**config.mk**
```make
export PLATFORM = sky130hd
export DESIGN_NAME = mcu_block_arbiter_flat
export DESIGN_NICKNAME = d
export VERILOG_FILES = /design/src/rtl/mcu_block_arbiter_if.sv /design/src/rtl/mcu_block_arbiter.sv /design/src/flat_wrapper.sv
export SDC_FILE = /design/constraint.sdc
export NUM_CORES = 1
export LEC_CHECK = 0
export ABC_AREA = 0
export BUFFER_PORTS_ARGS = -buffer_cell sky130_fd_sc_hd__buf_2
export CAP_MARGIN = 15
export CORE_MARGIN = 5
export CORE_UTILIZATION = 42
export CTS_CLUSTER_DIAMETER = 80
export DETAILED_ROUTE_END_ITERATION = 16
export PLACE_DENSITY = 0.76
export SLEW_MARGIN = 20
export SYNTH_ARGS = -nofsm -noshare
export SYNTH_HDL_FRONTEND = slang
export SYNTH_SLANG_ARGS = --single-unit
```
**constraint.sdc**
```tcl
create_clock -name clk_i -period 3.2 [get_ports clk_i]
set_input_delay 0.32 -clock clk_i [delete_from_list [all_inputs] [get_ports clk_i]]
set_output_delay 0.32 -clock clk_i [all_outputs]
set_load 0.01 [all_outputs]
```
**src/rtl/mcu_block_arbiter_if.sv**
```systemverilog
// AXI4-Stream bundle shared by the DCT pipelines, the block arbiter and the zig-zag stage.
interface axi4_stream_if #(
  parameter int TDATA_W = 16
) ();
  logic               tvalid;
  logic               tready;
  logic [TDATA_W-1:0] tdata;
  logic [TDATA_W/8-1:0] tstrb;
  logic [TDATA_W/8-1:0] tkeep;
  logic               tlast;
  logic               tuser;

  modport master (output tvalid, tdata, tstrb, tkeep, tlast, tuser, input tready);
  modport slave  (input tvalid, tdata, tstrb, tkeep, tlast, tuser, output tready);
endinterface

```
**src/rtl/mcu_block_arbiter.sv**
```systemverilog
// Interleaves Y/Cb/Cr 64-beat DCT blocks in JPEG MCU order onto one stream,
// tagging each beat with its component id.
module mcu_block_arbiter #(
  parameter  int DCT_WIDTH       = 12,
  localparam int DCT_TDATA_WIDTH = ((DCT_WIDTH + 7) / 8) * 8
) (
  input  logic          clk_i,
  input  logic          rst_i,
  input  logic          mode_i,
  axi4_stream_if.slave  y_i,
  axi4_stream_if.slave  cb_i,
  axi4_stream_if.slave  cr_i,
  axi4_stream_if.master mcu_o,
  output logic [1:0]    comp_o,
  output logic          err_o
);

  typedef enum logic {S_IDLE, S_RUN} state_t;

  state_t      r_state;
  logic [5:0]  r_beat_cnt;
  logic [5:0]  r_drop_cnt;
  logic [2:0]  r_slot_cnt;
  logic        r_mode_q;
  logic        r_err;

  logic [1:0]                 w_comp;
  logic                       w_vld;
  logic [DCT_TDATA_WIDTH-1:0] w_data;
  logic                       w_user;
  logic                       w_last;
  logic                       w_out_vld;
  logic                       w_xfer;
  logic                       w_first;
  logic                       w_eof;
  logic                       w_beat63;
  logic                       w_drop;
  logic                       w_err;
  logic [2:0]                 w_wrap;

  // Slot -> component; IDLE always looks at Y waiting for a frame start.
  always_comb begin
    w_comp = 2'd0;
    if (r_state == S_RUN) begin
      if (!r_mode_q)             w_comp = r_slot_cnt[1:0];
      else if (r_slot_cnt < 3'd4) w_comp = 2'd0;
      else if (r_slot_cnt == 3'd4) w_comp = 2'd1;
      else                        w_comp = 2'd2;
    end
  end

  always_comb begin
    w_vld  = y_i.tvalid;
    w_data = y_i.tdata;
    w_user = y_i.tuser;
    w_last = y_i.tlast;
    case (w_comp)
      2'd1: begin
        w_vld  = cb_i.tvalid;
        w_data = cb_i.tdata;
        w_user = cb_i.tuser;
        w_last = cb_i.tlast;
      end
      2'd2: begin
        w_vld  = cr_i.tvalid;
        w_data = cr_i.tdata;
        w_user = cr_i.tuser;
        w_last = cr_i.tlast;
      end
      default: ;
    endcase
  end

  assign w_beat63  = (r_beat_cnt == 6'd63);
  assign w_wrap    = r_mode_q ? 3'd5 : 3'd2;
  // A Y beat 0 carrying tuser starts a frame, both from IDLE and as a restart in RUN.
  assign w_first   = (w_comp == 2'd0) && w_user && (r_beat_cnt == 6'd0);
  assign w_eof     = (w_comp == 2'd2) && w_beat63 && w_last;
  assign w_drop    = (r_state == S_IDLE) && y_i.tvalid && !y_i.tuser && !rst_i;
  assign w_out_vld = !rst_i && ((r_state == S_IDLE) ? (y_i.tvalid && y_i.tuser) : w_vld);
  assign w_xfer    = w_out_vld && mcu_o.tready;

  assign w_err = (w_drop && (r_drop_cnt == 6'd0))
              || (w_xfer && (r_state == S_RUN) && w_user)
              || (w_xfer && w_last && !w_eof);

  // Headerless Y beats in IDLE are swallowed so a broken frame cannot stall the Y pipe.
  assign y_i.tready  = !rst_i && (w_comp == 2'd0) &&
                       ((r_state == S_IDLE) ? (y_i.tuser ? mcu_o.tready : y_i.tvalid) : mcu_o.tready);
  assign cb_i.tready = !rst_i && (w_comp == 2'd1) && mcu_o.tready;
  assign cr_i.tready = !rst_i && (w_comp == 2'd2) && mcu_o.tready;

  assign mcu_o.tvalid = w_out_vld;
  assign mcu_o.tdata  = w_data;
  assign mcu_o.tuser  = w_first;
  assign mcu_o.tlast  = w_eof;
  assign mcu_o.tstrb  = '1;
  assign mcu_o.tkeep  = '1;
  assign comp_o       = w_comp;
  assign err_o        = r_err;

  always_ff @(posedge clk_i or posedge rst_i) begin
    if (rst_i) begin
      r_state    <= S_IDLE;
      r_beat_cnt <= '0;
      r_drop_cnt <= '0;
      r_slot_cnt <= '0;
      r_mode_q   <= 1'b0;
      r_err      <= 1'b0;
    end else begin
      r_err <= w_err;
      case (r_state)
        S_IDLE: begin
          if (w_drop) r_drop_cnt <= r_drop_cnt + 6'd1;
          if (w_xfer) begin
            r_state    <= S_RUN;
            r_mode_q   <= mode_i;
            r_beat_cnt <= 6'd1;
            r_slot_cnt <= '0;
            r_drop_cnt <= '0;
          end
        end
        default: begin
          if (w_xfer) begin
            if (w_first) begin
              r_slot_cnt <= '0;
              r_mode_q   <= mode_i;
              r_beat_cnt <= 6'd1;
            end else if (w_beat63) begin
              r_beat_cnt <= '0;
              if (w_eof) begin
                r_state    <= S_IDLE;
                r_slot_cnt <= '0;
              end else begin
                r_slot_cnt <= (r_slot_cnt == w_wrap) ? 3'd0 : r_slot_cnt + 3'd1;
              end
            end else begin
              r_beat_cnt <= r_beat_cnt + 6'd1;
            end
          end
        end
      endcase
    end
  end

endmodule

```
**src/flat_wrapper.sv**
```systemverilog
// flat-port wrapper written by rule: the top's interface ports become plain ports
module mcu_block_arbiter_flat 
#(
  parameter  int DCT_WIDTH       = 12,
  localparam int DCT_TDATA_WIDTH = ((DCT_WIDTH + 7) / 8) * 8
)
  (clk_i, rst_i, mode_i, comp_o, err_o, y_i_tvalid, y_i_tdata, y_i_tstrb, y_i_tkeep, y_i_tlast, y_i_tuser, y_i_tready, cb_i_tvalid, cb_i_tdata, cb_i_tstrb, cb_i_tkeep, cb_i_tlast, cb_i_tuser, cb_i_tready, cr_i_tvalid, cr_i_tdata, cr_i_tstrb, cr_i_tkeep, cr_i_tlast, cr_i_tuser, cr_i_tready, mcu_o_tvalid, mcu_o_tdata, mcu_o_tstrb, mcu_o_tkeep, mcu_o_tlast, mcu_o_tuser, mcu_o_tready);
  axi4_stream_if y_i_i ();
  axi4_stream_if cb_i_i ();
  axi4_stream_if cr_i_i ();
  axi4_stream_if mcu_o_i ();
  input  logic clk_i;
  input  logic rst_i;
  input  logic mode_i;
  output logic [1:0] comp_o;
  output logic err_o;
  input wire logic [$bits(y_i_i.tvalid)-1:0] y_i_tvalid;
  input wire logic [$bits(y_i_i.tdata)-1:0] y_i_tdata;
  input wire logic [$bits(y_i_i.tstrb)-1:0] y_i_tstrb;
  input wire logic [$bits(y_i_i.tkeep)-1:0] y_i_tkeep;
  input wire logic [$bits(y_i_i.tlast)-1:0] y_i_tlast;
  input wire logic [$bits(y_i_i.tuser)-1:0] y_i_tuser;
  output wire logic [$bits(y_i_i.tready)-1:0] y_i_tready;
  input wire logic [$bits(cb_i_i.tvalid)-1:0] cb_i_tvalid;
  input wire logic [$bits(cb_i_i.tdata)-1:0] cb_i_tdata;
  input wire logic [$bits(cb_i_i.tstrb)-1:0] cb_i_tstrb;
  input wire logic [$bits(cb_i_i.tkeep)-1:0] cb_i_tkeep;
  input wire logic [$bits(cb_i_i.tlast)-1:0] cb_i_tlast;
  input wire logic [$bits(cb_i_i.tuser)-1:0] cb_i_tuser;
  output wire logic [$bits(cb_i_i.tready)-1:0] cb_i_tready;
  input wire logic [$bits(cr_i_i.tvalid)-1:0] cr_i_tvalid;
  input wire logic [$bits(cr_i_i.tdata)-1:0] cr_i_tdata;
  input wire logic [$bits(cr_i_i.tstrb)-1:0] cr_i_tstrb;
  input wire logic [$bits(cr_i_i.tkeep)-1:0] cr_i_tkeep;
  input wire logic [$bits(cr_i_i.tlast)-1:0] cr_i_tlast;
  input wire logic [$bits(cr_i_i.tuser)-1:0] cr_i_tuser;
  output wire logic [$bits(cr_i_i.tready)-1:0] cr_i_tready;
  output wire logic [$bits(mcu_o_i.tvalid)-1:0] mcu_o_tvalid;
  output wire logic [$bits(mcu_o_i.tdata)-1:0] mcu_o_tdata;
  output wire logic [$bits(mcu_o_i.tstrb)-1:0] mcu_o_tstrb;
  output wire logic [$bits(mcu_o_i.tkeep)-1:0] mcu_o_tkeep;
  output wire logic [$bits(mcu_o_i.tlast)-1:0] mcu_o_tlast;
  output wire logic [$bits(mcu_o_i.tuser)-1:0] mcu_o_tuser;
  input wire logic [$bits(mcu_o_i.tready)-1:0] mcu_o_tready;
  assign y_i_i.tvalid = y_i_tvalid;
  assign y_i_i.tdata = y_i_tdata;
  assign y_i_i.tstrb = y_i_tstrb;
  assign y_i_i.tkeep = y_i_tkeep;
  assign y_i_i.tlast = y_i_tlast;
  assign y_i_i.tuser = y_i_tuser;
  assign y_i_tready = y_i_i.tready;
  assign cb_i_i.tvalid = cb_i_tvalid;
  assign cb_i_i.tdata = cb_i_tdata;
  assign cb_i_i.tstrb = cb_i_tstrb;
  assign cb_i_i.tkeep = cb_i_tkeep;
  assign cb_i_i.tlast = cb_i_tlast;
  assign cb_i_i.tuser = cb_i_tuser;
  assign cb_i_tready = cb_i_i.tready;
  assign cr_i_i.tvalid = cr_i_tvalid;
  assign cr_i_i.tdata = cr_i_tdata;
  assign cr_i_i.tstrb = cr_i_tstrb;
  assign cr_i_i.tkeep = cr_i_tkeep;
  assign cr_i_i.tlast = cr_i_tlast;
  assign cr_i_i.tuser = cr_i_tuser;
  assign cr_i_tready = cr_i_i.tready;
  assign mcu_o_tvalid = mcu_o_i.tvalid;
  assign mcu_o_tdata = mcu_o_i.tdata;
  assign mcu_o_tstrb = mcu_o_i.tstrb;
  assign mcu_o_tkeep = mcu_o_i.tkeep;
  assign mcu_o_tlast = mcu_o_i.tlast;
  assign mcu_o_tuser = mcu_o_i.tuser;
  assign mcu_o_i.tready = mcu_o_tready;
  mcu_block_arbiter #(.DCT_WIDTH(DCT_WIDTH)) u_core (.clk_i(clk_i), .rst_i(rst_i), .mode_i(mode_i), .y_i(y_i_i), .cb_i(cb_i_i), .cr_i(cr_i_i), .mcu_o(mcu_o_i), .comp_o(comp_o), .err_o(err_o));
endmodule
```
# [After elaboration in Yosys (flattened, before gate mapping)]
# Index checks and enable logic that the tools add are counted.
# W data, S select, Z words.
[totals] register_bits=18 input_bits=73 out_inout_bits=29 elab_cells=87
[classes] add_sub_neg=3 magnitude_cmp=1 n_eq_ne=7 mux=36 bitwise=1 n_reduce_logical=33
[op_table] cell="$mux W6" n=7
[op_table] cell="$pmux W16 S2" n=1
[op_table] cell="$mux W3" n=8
[op_table] cell="$logic_and A1 B1 Y1" n=21
[op_table] cell="$mux W1" n=13
[op_table] cell="$add A6 B1 Y6 const B" n=2
[op_table] cell="$logic_not A6 Y1" n=2
[op_table] cell="$mux W2" n=4
[op_table] cell="$eq A6 B6 Y1 const B" n=1
[op_table] cell="$pmux W1 S2" n=3
[op_table] cell="$reduce_and A2 Y1" n=3
[op_table] cell="$add A3 B1 Y3 const B" n=1
[op_table] cell="$eq A3 B3 Y1" n=1
[op_table] cell="$eq A3 B3 Y1 const B" n=1
[op_table] cell="$logic_not A1 Y1" n=3
[op_table] cell="$lt A3 B3 Y1 const B" n=1
[op_table] cell="$ne A3 B3 Y1 const B" n=1
[op_table] cell="$eq A2 B1 Y1 const B" n=1
[op_table] cell="$eq A2 B2 Y1 const B" n=1
[op_table] cell="$logic_not A2 Y1" n=1
[op_table] cell="$logic_or A1 B1 Y1" n=2
[op_table] cell="$ne A2 B2 Y1 const B" n=1
[op_table] cell="$reduce_bool A2 Y1" n=1
[op_table] cell="$not A1 Y1" n=1

# [Depth between registers and ports, before layout]
[logic_depth] depth_word=14 mapped_depth=13 depth_no_buf=12

# [Worst setup path after synthesis]
# OpenSTA, ideal clock, no wires.
[synth_path] kind="register -> register" start="register u_core.r_slot_cnt[0]" end="register u_core.r_slot_cnt[0]" setup_ns=0.104 t_arrival_ns=2.462 t_required_ns=3.096 setup_slack_ns=0.634 path_stages_with_launch=13 path_buffers=2 synth_period_minus_slack_ns=2.566 path_cell_list="dfrtp_1 inv_1 ha_1 nand3_1 o21ai_0 and2_1 ha_1 buf_6 a221o_1 a41o_1 buf_6 or2_4 o41ai_2"
[synth_between] elab_chain_len=13 elab_cells_between_ends=29 classes_between="add/sub (1); order compare (1); eq/ne (5); mux (14); reduce/logical (8)"
[synth_lines] item="start: declaration" line_no="mcu_block_arbiter.sv:23" rtl="logic [2:0] r_slot_cnt;"
[synth_lines] item="start signal: assignment" line_no="mcu_block_arbiter.sv:135" rtl="r_slot_cnt <= (r_slot_cnt == w_wrap) ? 3'd0 : r_slot_cnt + 3'd1;"
[synth_lines] item="parallel branches: the longest is 3 deep, another holds $lt A3 B3 Y1"
[synth_lines] item="$mux W2 (*)" line_no="mcu_block_arbiter.sv:45" rtl="if (!r_mode_q) w_comp = r_slot_cnt[1:0];"
[synth_lines] item="$mux W2 (*)" line_no="mcu_block_arbiter.sv:44" rtl="if (r_state == S_RUN) begin"
[synth_lines] item="net comp_o[0]" line_no="flat_wrapper.sv:15" rtl="output logic [1:0] comp_o;"
[synth_lines] item="$eq A2 B2 Y1 / $eq A2 B1 Y1 (equally long branches)" line_no="mcu_block_arbiter.sv:57, mcu_block_arbiter.sv:78"
[synth_lines] item="$pmux W1 S2 / $logic_and A1 B1 Y1 (equally long branches)" line_no="mcu_block_arbiter.sv:57, mcu_block_arbiter.sv:78"
[synth_lines] item="$logic_and A1 B1 Y1" line_no="mcu_block_arbiter.sv:78" rtl="assign w_eof = (w_comp == 2'd2) && w_beat63 && w_last;"
[synth_lines] item="$mux W3" line_no="mcu_block_arbiter.sv:131" rtl="if (w_eof) begin"
[synth_lines] item="$mux W3" line_no="mcu_block_arbiter.sv:129" rtl="end else if (w_beat63) begin"
[synth_lines] item="$mux W3" line_no="mcu_block_arbiter.sv:125" rtl="if (w_first) begin"
[synth_lines] item="$mux W3" line_no="mcu_block_arbiter.sv:124" rtl="if (w_xfer) begin"
[synth_lines] item="$mux W3" line_no="mcu_block_arbiter.sv:112" rtl="case (r_state)"
# Mark *: on every way through the listed nets, which the timed path passes. The select of a mux whose other input is x is not followed.
# A chain may end at the register's enable or synchronous reset.

# [Final worst setup path]
[layout_path] start="register u_core.r_slot_cnt[0]" end="output mcu_o_tlast"
[layout_between] elab_chain_len=8 elab_cells_between_ends=11 classes_between="order compare (1); eq/ne (3); mux (5); reduce/logical (2)"
[layout_lines] item="parallel branches: the longest is 3 deep, another holds $lt A3 B3 Y1"
[layout_lines] item="$mux W2 (*)" line_no="mcu_block_arbiter.sv:45"
[layout_lines] item="$mux W2 (*)" line_no="mcu_block_arbiter.sv:44"
[layout_lines] item="$eq A2 B2 Y1 / $eq A2 B1 Y1 (equally long branches)" line_no="mcu_block_arbiter.sv:57, mcu_block_arbiter.sv:78"
[layout_lines] item="$pmux W1 S2 / $logic_and A1 B1 Y1 (equally long branches)" line_no="mcu_block_arbiter.sv:57, mcu_block_arbiter.sv:78"
[layout_lines] item="$logic_and A1 B1 Y1 (*)" line_no="mcu_block_arbiter.sv:78"
[layout_lines] item="end: declaration" line_no="flat_wrapper.sv:42" rtl="output wire logic [$bits(mcu_o_i.tlast)-1:0] mcu_o_tlast;"
# Every way passes the cells marked *.

==> results.md <==
- Status: complete, no violations
- Startpoint Class: flop
- Clock Latency Late Sink: 0.26 ns
- H-tree levels: 1
- Final Hold Viols: 0
- P_leak: 1.06 nW
- Fillers: 350
- YS warnings: 0
- Slew HR: 0.640
- Post-synthesis adder-cell area fraction: 0.0701
- Critical path endpoint category: primary output
- Maximum vdd drop: 0.000294 V
- Hold_buf cts: 0
- Die width: 71.8 µm
- Port Buffer Count: 85
- Final TNS setup: 0 ns
- RSZ-0062 raised after global routing: no
- DRC: 0
- First-pass GRT wire length: 7600 µm
- CP required: 2.88 ns
- Clock Root Buffer: clkbuf_8
- Overflow after GRT: 0
- Largest buffer count on any clock path: 2
- Min-Delay Path Class: input pin to asynchronous set/reset pin
- Worst-margin pin slew: 0.540 ns
- Detail Route Antenna Nets: 0
- Die ar.: 5160 µm²
- Core area: 3690 µm²
- Syn Area/Cell: 7.83 µm²
- Layout Nets: 370
- Mapped cell area: 1610 µm²
- Routed wire per std cell: 14.4 µm
- Seq/Total Area, Yosys: 0.281
- CP Class: flop to primary output
- Iter 0 DRT Violations: 69
- Vias: 1799
- Area of the multi-input gates: 1020 µm²
- FF+latch area: 450 µm²
- CTS Buf Count: 3
- Clock transition at the registers of the reported paths: 0.07 ns
- Most Crowded Layer GR: met2
- CTS tree: built
- DR vias/cell: 5.39
- Post-synthesis mux area share: 0.0140
- M2 GR Usage: 0.319
- Initial antenna violation count: 0
- Final Cycle Share: 0.904
- Drt first pass iters: 4
- Total global-route track usage: 0.181
- Most common cell after layout, fill and taps aside: buf_2
- F_max: 0.346 GHz
- Hpwl dp: 3900 µm
- WL final: 4800 µm
- Post-Synth XOR/XNOR Area: 0
- Mapped Cells: 205
- Most frequent cells in the layout: buf_2 (85), nand2_1 (31), o21ai_0 (26)
- Pwr dens: 431 nW/µm²
- Synth Area in Compound Gates: 0.309
- Clock Skews: 0.00232 ns
- Layout cell share with drive strength beyond 1: 0.357
- Unique cell type count in the Yosys netlist: 44
- Layout area overhead: 30.8%
- Top Ports: 102
- Number of global-route vias before repair: 1612
- Met3 Usage GRT: 0.0393
- Final setup vio count: 0
- Synth Area in Simple Gates: 0.231
- Global Route met1 Usage: 0.223
- Place WS: 0.461 ns
- Die height: 71.8 µm
- WP data arrival: 2.57 ns
- Routability Congestion: 0.863
- Starting Density: 0.435
- FF+latch count, synth: 18
- # rows: 22
- Critical path peak fanout: 11
- Ant diodes: 0
- Post-CTS setup buffers: 0
- Fin crit period: 2.89 ns
- Max Cap Viol: 0
- Largest family of logic cells by synthesized area: compound AO/OA/AOI/OAI gates
- Largest net degree at the start of global routing: 33
- Setup ws final: 0.309 ns
- Clock Sinks: 18
- Max-slew violations: 0
per-stage QoR:
step                total power (W)  utilization  hold slack [ns]  cell area [µm²]  std cells
CTS                        0.000906        0.567            0.125             2090        334
finish                     0.000906        0.569            0.113             2100        334
floorplan                  0.000600            -            0.269             1620        208
detailed placement         0.000742        0.556            0.399             2050        331
global route               0.000985        0.569            0.142             2100        334
global placement           0.000733        0.556            0.393             2050        331
Yosys cell counts, drive strengths merged:
| cell | count | area [µm²] |
|---|---|---|
| nand2b | 1 | 6.26 |
| mux2 | 2 | 22.5 |
| conb | 1 | 3.75 |
| a22oi | 18 | 135 |
| and4 | 1 | 8.76 |
| o22ai | 2 | 12.5 |
| clkbuf | 5 | 18.8 |
| nand3 | 6 | 30.0 |
| o41ai | 1 | 16.3 |
| nor3 | 1 | 5.00 |
| or2 | 1 | 8.76 |
| o2bb2ai | 1 | 8.76 |
| or2b | 1 | 7.51 |
| o211ai | 2 | 15.0 |
| o21a | 2 | 15.0 |
| a221oi | 1 | 8.76 |
| nand4 | 1 | 6.26 |
| dfrtp | 18 | 450 |
| ha | 9 | 113 |
| and2 | 7 | 43.8 |
| nor2b | 4 | 25.0 |
| nor4bb | 1 | 10.0 |
| a221o | 1 | 10.0 |
| a22o | 1 | 8.76 |
| a41o | 1 | 10.0 |
| and3 | 3 | 18.8 |
| nand2 | 31 | 116 |
| o21ai | 26 | 130 |
| nor2 | 9 | 33.8 |
| a21oi | 10 | 50.1 |
| a211oi | 3 | 32.5 |
| nor3b | 1 | 7.51 |
| inv | 14 | 52.6 |
| o31ai | 2 | 15.0 |
| o22a | 2 | 17.5 |
| nor4b | 1 | 23.8 |
| o32a | 1 | 10.0 |
| nor4 | 2 | 18.8 |
| buf | 11 | 78.8 |
state kept, by name, indices dropped and copies added, names as in the netlist:
register and flops:
u_core.r_slot_cnt 3, u_core.r_state 1, u_core.r_drop_cnt 6, u_core.r_beat_cnt 6, u_core.r_mode_q 1, u_core.err_o 1
cell families after synthesis:
logic type      Yosys count
simple gates             71
buf+inv                  30
other cells               1
mux                       2
compound gates           74
flops                    18
fa+ha+maj                 9
cell type report:
| type | instances | share of cell area |
|---|---|---|
| Multi-Input combinational cell | 160 | 0.488 |
| Inverter | 14 | 0.0250 |
| Clock buffer | 3 | 0.0197 |
| Sequential cell | 18 | 0.215 |
| Tap cell | 48 | 0.0286 |
| Timing Repair Buffer | 91 | 0.224 |
critical path: stages, from the launching register on:
cell and delay [ns]:
dfrtp_1 0.40, inv_1 0.10, ha_1 0.17, nand3_1 0.06, o21ai_0 0.06, and2_1 0.18, inv_1 0.08, ha_1 0.23
buf_4 0.19, a221oi_1 0.51, nor4_4 0.14, buf_2 0.17
report_power, final:
part / internal [W] / switching (W) / leakage (nW)
logic: 0.000190 / 0.000249 / 0.824
registers: 0.000264 / 0.0000456 / 0.215
clock network: 0.0000838 / 0.0000741 / 0.0216
metal layers:
metal	vias up	share of wire
li1	890	-
met1	824	0.39
met2	82	0.50
met3	3	0.11
met4	0	0.0054
met5	-	0
worst paths after layout:
kind                                                  start                                to  slack, ns  cells past startpoint
setup / recovery           u_core.r_slot_cnt[0]$_DFFE_PP0P_                       mcu_o_tlast       0.31                     11
hold / removal                                        rst_i  u_core.r_drop_cnt[2]$_DFFE_PP0P_       0.11                      3
setup reg to reg           u_core.r_slot_cnt[0]$_DFFE_PP0P_  u_core.r_slot_cnt[2]$_DFFE_PP0P_       0.41                     12
hold reg to reg            u_core.r_drop_cnt[2]$_DFFE_PP0P_  u_core.r_drop_cnt[2]$_DFFE_PP0P_       0.53                      1
max in group asynchronous                             rst_i  u_core.r_slot_cnt[2]$_DFFE_PP0P_       2.88                      3
min in group clk_i                                   mode_i       u_core.r_mode_q$_DFFE_PP0P_       0.30                      2
repair_timing:
| item | CTS | global route |
|---|---|---|
| endpoints found under the hold margin | 0 | 0 |
| gates resized for setup | 0 | 1 |
| setup endpoints to repair | 0 | 1 |
Power figures use the tool's default switching activity.
